<file path="src/rtl/neuron_pkg.sv">
// neuron_pkg: shared types, constants and helpers for the LIF neuron core.
//   state_e      - sequencer states of the time-multiplexed neuron update
//   weight_t     - 16-bit signed synaptic weight
//   potential_t  - 16-bit signed membrane potential
//   Pkt*Lsb      - bit offsets of the fields inside the 32-bit spike packet
//   sat_add      - 16-bit signed add that saturates instead of wrapping
package neuron_pkg;

    typedef enum logic [2:0] {
        StIdle,
        StLeak,
        StInteg,
        StFire,
        StLearn,
        StNext
    } state_e;

    typedef logic signed [15:0] weight_t;
    typedef logic signed [15:0] potential_t;

    // Spike packet: {X_ID, Y_ID, step, neuron index}
    localparam int unsigned PktXLsb    = 24;
    localparam int unsigned PktYLsb    = 16;
    localparam int unsigned PktStepLsb = 8;
    localparam int unsigned PktNurnLsb = 0;

    function automatic potential_t sat_add(input potential_t a, input weight_t b);
        logic [16:0] sum;
        sum = {a[15], a} + {b[15], b};
        // Overflow when the sign bit disagrees with the extension bit
        if (sum[16] != sum[15]) begin
            return sum[16] ? 16'sh8000 : 16'sh7fff;
        end
        return potential_t'(sum[15:0]);
    endfunction

endpackage

</file>
<file path="src/rtl/stdp_update.sv">
// stdp_update: combinational STDP weight update for one synapse.
//   w_i   - current weight
//   pre_i - latched pre-synaptic spike bit of this axon
//   w_o   - potentiated (pre=1, +A_PLUS) or depressed (pre=0, -A_MINUS) weight,
//           clamped to [W_MIN, W_MAX]
module stdp_update
    import neuron_pkg::*;
#(
    parameter int A_PLUS  = 16,
    parameter int A_MINUS = 8,
    parameter int W_MIN   = 0,
    parameter int W_MAX   = 1023
) (
    input  weight_t w_i,
    input  logic    pre_i,
    output weight_t w_o
);

    // Two guard bits so the raw sum cannot wrap before clamping
    logic signed [17:0] sum;

    always_comb begin
        if (pre_i) begin
            sum = 18'(w_i) + 18'(A_PLUS);
        end else begin
            sum = 18'(w_i) - 18'(A_MINUS);
        end

        if (sum < 18'(W_MIN)) begin
            w_o = weight_t'(W_MIN);
        end else if (sum > 18'(W_MAX)) begin
            w_o = weight_t'(W_MAX);
        end else begin
            w_o = weight_t'(sum[15:0]);
        end
    end

endmodule

</file>
<file path="src/rtl/neuron.sv">
// neuron: time-multiplexed leaky integrate-and-fire core with on-line STDP.
//   clk         - clock
//   rst_n       - asynchronous active-low reset
//   start       - one-cycle time-step trigger, honoured only while idle
//   inSpike     - axon spike vector, latched when start is accepted
//   outSpike    - one-cycle pulse for every neuron that fires
//   SpikePacket - {X_ID, Y_ID, step, neuron index}, held until the next fire
// Every step leaks, integrates and thresholds each neuron in index order; a
// firing neuron updates its axon weights while the step counter <= STOP_STEP.
// Optional macro DUMP_MEMORY_EN: in simulation, reports the weight table
// (<SIM_PATH>/weights_step<step>.txt) at the end of every step. Behaviour is
// otherwise identical with or without it.
module neuron
    import neuron_pkg::*;
#(
    parameter int unsigned NUM_NURNS          = 4,
    parameter int unsigned NUM_AXONS          = 4,
    parameter int unsigned NURN_CNT_BIT_WIDTH = 2,
    parameter int unsigned AXON_CNT_BIT_WIDTH = 2,
    parameter logic [7:0]  X_ID               = 8'd1,
    parameter logic [7:0]  Y_ID               = 8'd1,
    parameter int unsigned STOP_STEP          = 5,
    parameter string       SIM_PATH           = "",
    parameter int          INIT_WEIGHT        = 256,
    parameter int          THRESHOLD          = 768,
    parameter int unsigned LEAK_SHIFT         = 3,
    parameter int          A_PLUS             = 16,
    parameter int          A_MINUS            = 8,
    parameter int          W_MIN              = 0,
    parameter int          W_MAX              = 1023
) (
    input  logic                 clk,
    input  logic                 rst_n,
    input  logic                 start,
    input  logic [NUM_AXONS-1:0] inSpike,
    output logic                 outSpike,
    output logic [31:0]          SpikePacket
);

    localparam logic [NURN_CNT_BIT_WIDTH-1:0] LastNurn = NURN_CNT_BIT_WIDTH'(NUM_NURNS - 1);
    localparam logic [AXON_CNT_BIT_WIDTH-1:0] LastAxon = AXON_CNT_BIT_WIDTH'(NUM_AXONS - 1);

    state_e                        state_q, state_d;
    logic [NUM_AXONS-1:0]          spike_q, spike_d;
    logic [7:0]                    step_q, step_d;
    logic [NURN_CNT_BIT_WIDTH-1:0] nurn_q, nurn_d;
    logic [AXON_CNT_BIT_WIDTH-1:0] axon_q, axon_d;
    potential_t                    v_q [NUM_NURNS];
    potential_t                    v_d [NUM_NURNS];
    weight_t                       w_q [NUM_NURNS][NUM_AXONS];
    weight_t                       w_d [NUM_NURNS][NUM_AXONS];
    logic                          out_spike_q, out_spike_d;
    logic [31:0]                   packet_q, packet_d;

    potential_t cur_v;
    weight_t    cur_w;
    weight_t    learn_w;
    logic       learn_en;
    logic       last_axon;
    logic       last_nurn;

    assign cur_v     = v_q[nurn_q];
    assign cur_w     = w_q[nurn_q][axon_q];
    assign learn_en  = (32'(step_q) <= STOP_STEP);
    assign last_axon = (axon_q == LastAxon);
    assign last_nurn = (nurn_q == LastNurn);

    stdp_update #(
        .A_PLUS  (A_PLUS),
        .A_MINUS (A_MINUS),
        .W_MIN   (W_MIN),
        .W_MAX   (W_MAX)
    ) u_stdp_update (
        .w_i   (cur_w),
        .pre_i (spike_q[axon_q]),
        .w_o   (learn_w)
    );

    always_comb begin
        state_d     = state_q;
        spike_d     = spike_q;
        step_d      = step_q;
        nurn_d      = nurn_q;
        axon_d      = axon_q;
        v_d         = v_q;
        w_d         = w_q;
        out_spike_d = 1'b0;
        packet_d    = packet_q;

        unique case (state_q)
            StIdle: begin
                if (start) begin
                    spike_d = inSpike;
                    step_d  = step_q + 8'd1;
                    nurn_d  = '0;
                    axon_d  = '0;
                    state_d = StLeak;
                end
            end
            StLeak: begin
                v_d[nurn_q] = cur_v - (cur_v >>> LEAK_SHIFT);
                axon_d      = '0;
                state_d     = StInteg;
            end
            StInteg: begin
                if (spike_q[axon_q]) begin
                    v_d[nurn_q] = sat_add(cur_v, cur_w);
                end
                if (last_axon) begin
                    axon_d  = '0;
                    state_d = StFire;
                end else begin
                    axon_d = axon_q + AXON_CNT_BIT_WIDTH'(1);
                end
            end
            StFire: begin
                if (cur_v >= THRESHOLD) begin
                    out_spike_d                    = 1'b1;
                    packet_d[PktXLsb +: 8]    = X_ID;
                    packet_d[PktYLsb +: 8]    = Y_ID;
                    packet_d[PktStepLsb +: 8] = step_q;
                    packet_d[PktNurnLsb +: 8] = 8'(nurn_q);
                    v_d[nurn_q]                    = '0;
                    state_d                        = learn_en ? StLearn : StNext;
                end else begin
                    state_d = StNext;
                end
                axon_d = '0;
            end
            StLearn: begin
                w_d[nurn_q][axon_q] = learn_w;
                if (last_axon) begin
                    axon_d  = '0;
                    state_d = StNext;
                end else begin
                    axon_d = axon_q + AXON_CNT_BIT_WIDTH'(1);
                end
            end
            StNext: begin
                if (last_nurn) begin
                    state_d = StIdle;
                end else begin
                    nurn_d  = nurn_q + NURN_CNT_BIT_WIDTH'(1);
                    state_d = StLeak;
                end
            end
            default: state_d = StIdle;
        endcase
    end

    always_ff @(posedge clk or negedge rst_n) begin
        if (!rst_n) begin
            state_q     <= StIdle;
            spike_q     <= '0;
            step_q      <= '0;
            nurn_q      <= '0;
            axon_q      <= '0;
            out_spike_q <= 1'b0;
            packet_q    <= '0;
            for (int n = 0; n < int'(NUM_NURNS); n++) begin
                v_q[n] <= '0;
                for (int a = 0; a < int'(NUM_AXONS); a++) begin
                    w_q[n][a] <= weight_t'(INIT_WEIGHT);
                end
            end
        end else begin
            state_q     <= state_d;
            spike_q     <= spike_d;
            step_q      <= step_d;
            nurn_q      <= nurn_d;
            axon_q      <= axon_d;
            out_spike_q <= out_spike_d;
            packet_q    <= packet_d;
            v_q         <= v_d;
            w_q         <= w_d;
        end
    end

    assign outSpike    = out_spike_q;
    assign SpikePacket = packet_q;

`ifdef DUMP_MEMORY_EN
    // Weights are final by the NEXT state of the last neuron, so dump on that edge
    always @(posedge clk) begin
        if (rst_n && state_q == StNext && last_nurn) begin
            string line;
            $display("%s/weights_step%0d.txt", SIM_PATH, step_q);
            for (int n = 0; n < int'(NUM_NURNS); n++) begin
                line = "";
                for (int a = 0; a < int'(NUM_AXONS); a++) begin
                    line = {line, $sformatf("%04h ", w_q[n][a])};
                end
                $display("%s", line);
            end
        end
    end
`endif

endmodule

</file>
<file path="config.mk">
export PLATFORM = sky130hd
export DESIGN_NAME = neuron
export DESIGN_NICKNAME = d
export VERILOG_FILES = /design/src/rtl/neuron_pkg.sv /design/src/rtl/stdp_update.sv /design/src/rtl/neuron.sv
export SDC_FILE = /design/constraint.sdc
export NUM_CORES = 1
export LEC_CHECK = 0
export CAP_MARGIN = 20
export CORE_UTILIZATION = 50
export CTS_CLUSTER_SIZE = 10
export DETAILED_ROUTE_END_ITERATION = 10
export PLACE_DENSITY = 0.7
export SETUP_SLACK_MARGIN = 0.2
export SKIP_CTS_REPAIR_TIMING = 1
export SLEW_MARGIN = 5
export SYNTH_ARGS = -nofsm -noshare
export SYNTH_HDL_FRONTEND = slang
export SYNTH_SLANG_ARGS = --single-unit
export TNS_END_PERCENT = 30
</file>
<file path="constraint.sdc">
create_clock -name clk -period 16.1 [get_ports clk]
set_clock_uncertainty 0.05 [all_clocks]
set_input_delay 4.025 -clock clk [delete_from_list [all_inputs] [get_ports clk]]
set_output_delay 4.025 -clock clk [all_outputs]
set_load 0.02 [all_outputs]
</file>
==> flow_summary.json, run 1 <==
{
  "synth_cell_types": 69,
  "htreeDepth": 2,
  "required_ns": 16.46,
  "power_frac_comb_pct": 55.4,
  "drtIter0Drc": 1111,
  "min_from": "w_q[208]",
  "synth_area_mm2": 0.0182,
  "power.internal_mw": 2.44,
  "power.switching_mw": 2.06,
  "gp_congestion": 0.925,
  "grt_start_max_net_pins": 132,
  "utilization_pct": 55.5,
  "yosys_warnings": 0,
  "power_frac_clock_pct": 18.6,
  "worst_pin_slew_ns": 1.15,
  "critPathCaptureType": "flip-flop",
  "yosysSeqAreaShare_pct": 48.5,
  "dp_hpwl_um": 28200,
  "tns_ns": 0,
  "antenna_found_initial": 1,
  "rsz0062_at_grt": "false",
  "fp.coreArea_mm2": 0.0357,
  "preCtsSetupSlack_ns": 9.69,
  "remaining_drc_errors": 4,
  "path_cells": "buf_4, mux4_2, nor4_1, a2111oi_0, nor3_1, o21ai_0, a21oi_1, and2_1, o21ai_1, o32a_1",
  "dp_cells": 1895,
  "synthCells": 1490,
  "power.leakage_nw": 8.97,
  "final_antenna_net_count": 0,
  "hold_violations": 0,
  "crit_fanout": 40,
  "cts_tree": "done",
  "maxSlewViolCount": 0,
  "pwr-share-seq_pct": 25.9,
  "status": "finished with violations",
  "numCtsBuffers": 41,
  "num_rows": 69,
  "drv_cap": 0,
  "final.setup.worst_slack_ns": 9.61,
  "die_w_um": 193,
  "clk_path_buf_depth": 3,
  "grt_use_total_pct": 25.0,
  "dieArea_mm2": 0.0371,
  "irDropWorstVdd_mv": 0.152,
  "io_pins": 40,
  "insertedDiodeCount": 0,
  "path_clk_slew_ns": 0.06,
  "clk-insertion-delay-late_ns": 0.55,
  "cts.sink_count": 351,
  "finalPower_mw": 4.50,
  "nets": 1536,
  "vias": 12100,
  "max_freq_mhz": 154,
  "cp-startpoint": "nurn_q[0]",
  "power_switching_share_pct": 45.8,
  "start_kind": "flip-flop",
  "root_buffer": "clkbuf_16",
  "synthFlopType": "dfrtp_1",
  "critPathKind": "reg2reg",
  "routed_wl_um": 44600,
  "avgRoutedWirePerCell_um": 22.7,
  "violations": "DRC",
  "p_per_area_mw_per_mm2": 227,
  "initial_core_util_pct": 50.9,
  "grt_pass1_vias": 12100,
  "hold_path_class": "reg2reg",
  "final_cells": 1963,
  "period_share_pct": 40.3,
  "syn_to_final_growth_pct": 8.91,
  "relSlewSlack_pct": 23.4,
  "cp_slowest_cell": "dfrtp_4",
  "io_buffers": 19,
  "grt_overflow": 0,
  "period_needed_ns": 6.49,
  "slowest_delay_ns": 0.88,
  "cp.arrival_ns": 6.85,
  "ys_ff_latch": 351,
  "dieHeight_um": 193,
  "synth_area_per_cell_um2": 12.2,
  "vias_per_cell": 6.16,
  "setup_viol": 0,
  "first_pass_iters": 9,
  "ys_async_sr_fraction_pct": 100,
  "grt_pass1_wl_um": 70300,
  "synth-edff-count": 0,
  "drive_gt1_share_pct": 23.2,
  "rr_startpoint": "nurn_q[0]"
}
-- state kept, by name, summed over array words and instances (netlist names) --
name	count
w_q	256
v_q	64
SpikePacket	11
step_q	8
spike_q	4
state_q	3
axon_q	2
nurn_q	2
outSpike	1
-- final timing paths --
check | end | slack, ns | depth (start not counted)
setup / recovery | v_q[36] | 9.61 | 10
hold / removal | w_q[208] | 0.43 | 2
setup reg to reg | v_q[36] | 9.61 | 10
hold reg to reg | w_q[208] | 0.43 | 2
max in group asynchronous | nurn_q[0] | 11.03 | 2
min in group asynchronous | w_q[253] | 3.50 | 1
-- power by group through the flow --
stage | sequential (mW) | clock [mW] | combinational [mW]
global route | 1.19 | 0.890 | 2.72
global placement | 1.17 | 0 | 2.42
detailed placement | 1.18 | 0 | 2.45
CTS | 1.16 | 0.856 | 2.47
floorplan | 1.12 | 0 | 2.00
finish | 1.17 | 0.839 | 2.49
-- cell usage after synthesis, types with 16 or more instances --
cell,n,share of area (%)
a21oi_1,56,1.5
and2_1,110,3.8
buf_4,25,1.0
clkbuf_1,50,1.0
dfrtp_1,335,46
dfstp_2,16,2.3
ha_1,47,3.2
inv_1,45,0.93
mux2_2,143,8.9
mux4_2,85,11
nand2_1,101,2.1
nor2_1,101,2.1
nor3_1,18,0.50
o21ai_0,28,0.77
o31ai_1,20,0.83
o31ai_2,19,1.3
o32a_1,32,1.8
xnor2_1,28,1.4
-- cells by family after synthesis --
group,Yosys count,share of synthesized area [%]
buffers and inverters,155,4.35
muxes,241,20.1
and+or+nand+nor,404,11.1
adders and majority gates,51,3.57
DFF,351,48.5
xor gates and xnor gates,41,1.98
other,1,0.0206
AOI/OAI and AO/OA,246,10.4
-- layout make-up --
type                            count  area, µm²
Fill cell                        2877      15900
Sequential cell                   351       8810
Multi-Input combinational cell   1003       8660
Clock buffer                       62       1140
Tap cell                          461        577
Timing Repair Buffer               35        375
Inverter                           48        180
Clock inverter                      3       43.8
-- layout by cell type (no fill, tap or decap), types with 6 or more instances in the layout --
| cell | n |
|---|---|
| nor2_1 | 101 |
| and3_1 | 9 |
| nand2_1 | 101 |
| dfstp_2 | 16 |
| a31oi_1 | 10 |
| nand2b_1 | 9 |
| a22oi_1 | 13 |
| a21oi_1 | 56 |
| nor4_1 | 6 |
| mux2i_1 | 13 |
| o21ai_0 | 28 |
| xnor2_1 | 28 |
| clkbuf_16 | 42 |
| nand3_1 | 15 |
| nor2b_1 | 11 |
| o31ai_2 | 19 |
| and2_1 | 110 |
| inv_1 | 45 |
| mux4_2 | 85 |
| nand4_1 | 8 |
| xor2_1 | 13 |
| clkdlybuf4s50_1 | 18 |
| conb_1 | 20 |
| ha_1 | 47 |
| a21o_1 | 7 |
| o31ai_1 | 20 |
| clkbuf_1 | 19 |
| o211ai_1 | 7 |
| nor3_1 | 17 |
| a21oi_4 | 8 |
| o32a_1 | 32 |
| dfrtp_1 | 332 |
| o21a_1 | 7 |
| mux2_2 | 143 |
| buf_4 | 13 |
-- worst max-delay path, delay by kind of cell, from the launching register on --
family / cells / cell delay, ns
AND/OR/NAND/NOR: 3 / 2.14
AO/OA/AOI/OAI: 5 / 1.74
flip-flops: 1 / 0.88
buffers and inverters: 1 / 0.79
multiplexers: 1 / 0.69
-- through the flow --
step                      hold WS, ns  area, µm²
after global routing            0.438      19800
after CTS                       0.430      19700
final                           0.425      19800
after detailed placement        0.416      18500
after floorplan                 0.394      18200
after global placement          0.405      18500
-- metal layers --
metal | GRT usage (%) | wire length (µm) | vias up
met3 | 3.86 | 2870 | 100
met5 | 0 | 17 | -
li1 | - | - | 5332
met2 | 39.5 | 20800 | 431
met4 | 8.63 | 1260 | 2
met1 | 35.3 | 19700 | 6226
Note: power is estimated with default switching activity, not from simulation.
==> run 2: changes to the inputs <==
--- a/config.mk
+++ b/config.mk
@@ -9,7 +9,7 @@
 export CORE_UTILIZATION = 50
 export CTS_CLUSTER_SIZE = 10
 export DETAILED_ROUTE_END_ITERATION = 10
-export PLACE_DENSITY = 0.7
+export PLACE_DENSITY = 0.73
 export SETUP_SLACK_MARGIN = 0.2
 export SKIP_CTS_REPAIR_TIMING = 1
 export SLEW_MARGIN = 5
==> constraint.sdc (replaced) <==
create_clock -name clk -period 5.65 [get_ports clk]
set_clock_uncertainty 0.05 [all_clocks]
set_input_delay 1.4125 -clock clk [delete_from_list [all_inputs] [get_ports clk]]
set_output_delay 1.4125 -clock clk [all_outputs]
set_load 0.02 [all_outputs]
==> flow_summary.json, run 2 (synthesized netlist as in run 1, its figures left out) <==
{
  "clk-insertion-delay-late_ns": 0.55,
  "critPathCaptureType": "flip-flop",
  "grt_start_max_net_pins": 122,
  "drive_gt1_share_pct": 24.4,
  "multi_input_area_mm2": 0.00866,
  "period_needed_ns": 5.17,
  "vias": 12100,
  "period_share_pct": 91.5,
  "fp.coreArea_mm2": 0.0357,
  "clk_path_buf_depth": 3,
  "relSlewSlack_pct": 26.1,
  "cts.sink_count": 351,
  "drtIter0Drc": 1043,
  "path_clk_slew_ns": 0.06,
  "initial_core_util_pct": 50.9,
  "dieHeight_um": 193,
  "antenna_found_initial": 0,
  "largest_register_ffs": 256,
  "setup_viol": 0,
  "p_per_area_mw_per_mm2": 655,
  "grt_pass1_wl_um": 70700,
  "vias_per_cell": 6.11,
  "most-common-layout-cells": "dfrtp_1 (332), mux2_2 (143), and2_1 (110)",
  "rsz0062_at_grt": "false",
  "num_rows": 69,
  "routed_wl_um": 44100,
  "critPathKind": "reg2reg",
  "htreeDepth": 2,
  "gp_congestion": 0.899,
  "maxSlewViolCount": 0,
  "io_buffers": 19,
  "insertedDiodeCount": 0,
  "nets": 1560,
  "drv_cap": 0,
  "irDropWorstVdd_mv": 0.472,
  "start_kind": "flip-flop",
  "dieArea_mm2": 0.0371,
  "status": "finished with violations",
  "numCtsBuffers": 41,
  "final_antenna_net_count": 0,
  "avgRoutedWirePerCell_um": 22.2,
  "grt_overflow": 0,
  "hold_violations": 0,
  "max_freq_mhz": 193,
  "final_common_cell": "dfrtp_1",
  "hold_path_class": "reg2reg",
  "required_ns": 6.01,
  "worst_pin_slew_ns": 1.11,
  "syn_to_final_growth_pct": 9.75,
  "regArea_mm2": 0.00881,
  "crit_fanout": 22,
  "io_pins": 40,
  "die_w_um": 193,
  "grt_use_total_pct": 24.9,
  "first_pass_iters": 9,
  "tns_ns": 0,
  "cp.arrival_ns": 5.53,
  "fillers": 2947,
  "dp_hpwl_um": 29600,
  "grt_pass1_vias": 12400,
  "power.leakage_nw": 9.07,
  "root_buffer": "clkbuf_16",
  "remaining_drc_errors": 8,
  "utilization_pct": 55.9,
  "regMostFlops": "w_q",
  "cts_tree": "done",
  "violations": "DRC"
}
## run 2: area by class of cell
type | instances | share of cell area (%)
clock buffer | 58 | 5.57
clock inverter | 3 | 0.207
inverter | 48 | 0.904
multi-input combinational | 1003 | 43.4
sequential | 351 | 44.2
tap | 461 | 2.89
timing repair buffer | 59 | 2.79
## run 2: worst paths after layout
path | from | to | slack [ns] | cells after the start
max in group asynchronous | rst_n | w_q[136] | 3.51 | 2
min in group asynchronous | rst_n | outSpike | 0.94 | 1
max reg2reg | nurn_q[1] | v_q[37] | 0.48 | 16
min | w_q[210] | w_q[210] | 0.43 | 2
max | nurn_q[1] | v_q[37] | 0.48 | 16
min reg2reg | w_q[210] | w_q[210] | 0.43 | 2
## run 2: per-stage QoR
step | hold slack (ns) | total power, mW | instances | worst slack, ns | instance area, µm²
2_1_floorplan | 0.394 | 8.90 | 1509 | 0.320 | 18200
3_3_place_gp | 0.405 | 10.4 | 1919 | 0.638 | 18700
3_5_place_dp | 0.416 | 10.6 | 1919 | 0.504 | 18700
4_1_cts | 0.429 | 13.0 | 1980 | 0.476 | 19900
5_1_grt | 0.434 | 13.9 | 1983 | 0.210 | 19900
6_report | 0.427 | 13.1 | 1983 | 0.482 | 19900
## run 2: critical path: stages (launching register included)
cell	delay [ns]
dfrtp_4	0.67
buf_4	0.42
mux4_2	0.38
mux4_2	0.55
ha_1	0.26
inv_1	0.08
fa_1	0.20
nor2b_1	0.05
o21ai_0	0.23
a21boi_0	0.18
o31ai_1	0.34
o2111a_1	0.31
o31a_1	0.28
nand2b_1	0.28
nand2_1	0.33
nor2_1	0.09
o32a_1	0.32
## run 2: layer usage
metal	up-vias	wire length (µm)	global-route usage, %
met5	-	0	0
li1	5381	-	-
met3	62	2590	4.38
met4	0	799	6.45
met1	6283	19700	34.5
met2	396	21100	40.7
## run 2: power breakdown
part           internal [mW]  total, mW  switching (mW)  leakage, nW
sequential              2.97       3.33           0.361         4.70
clock                   1.36       2.36            1.01        0.557
combinational           2.71       7.36            4.64         3.81
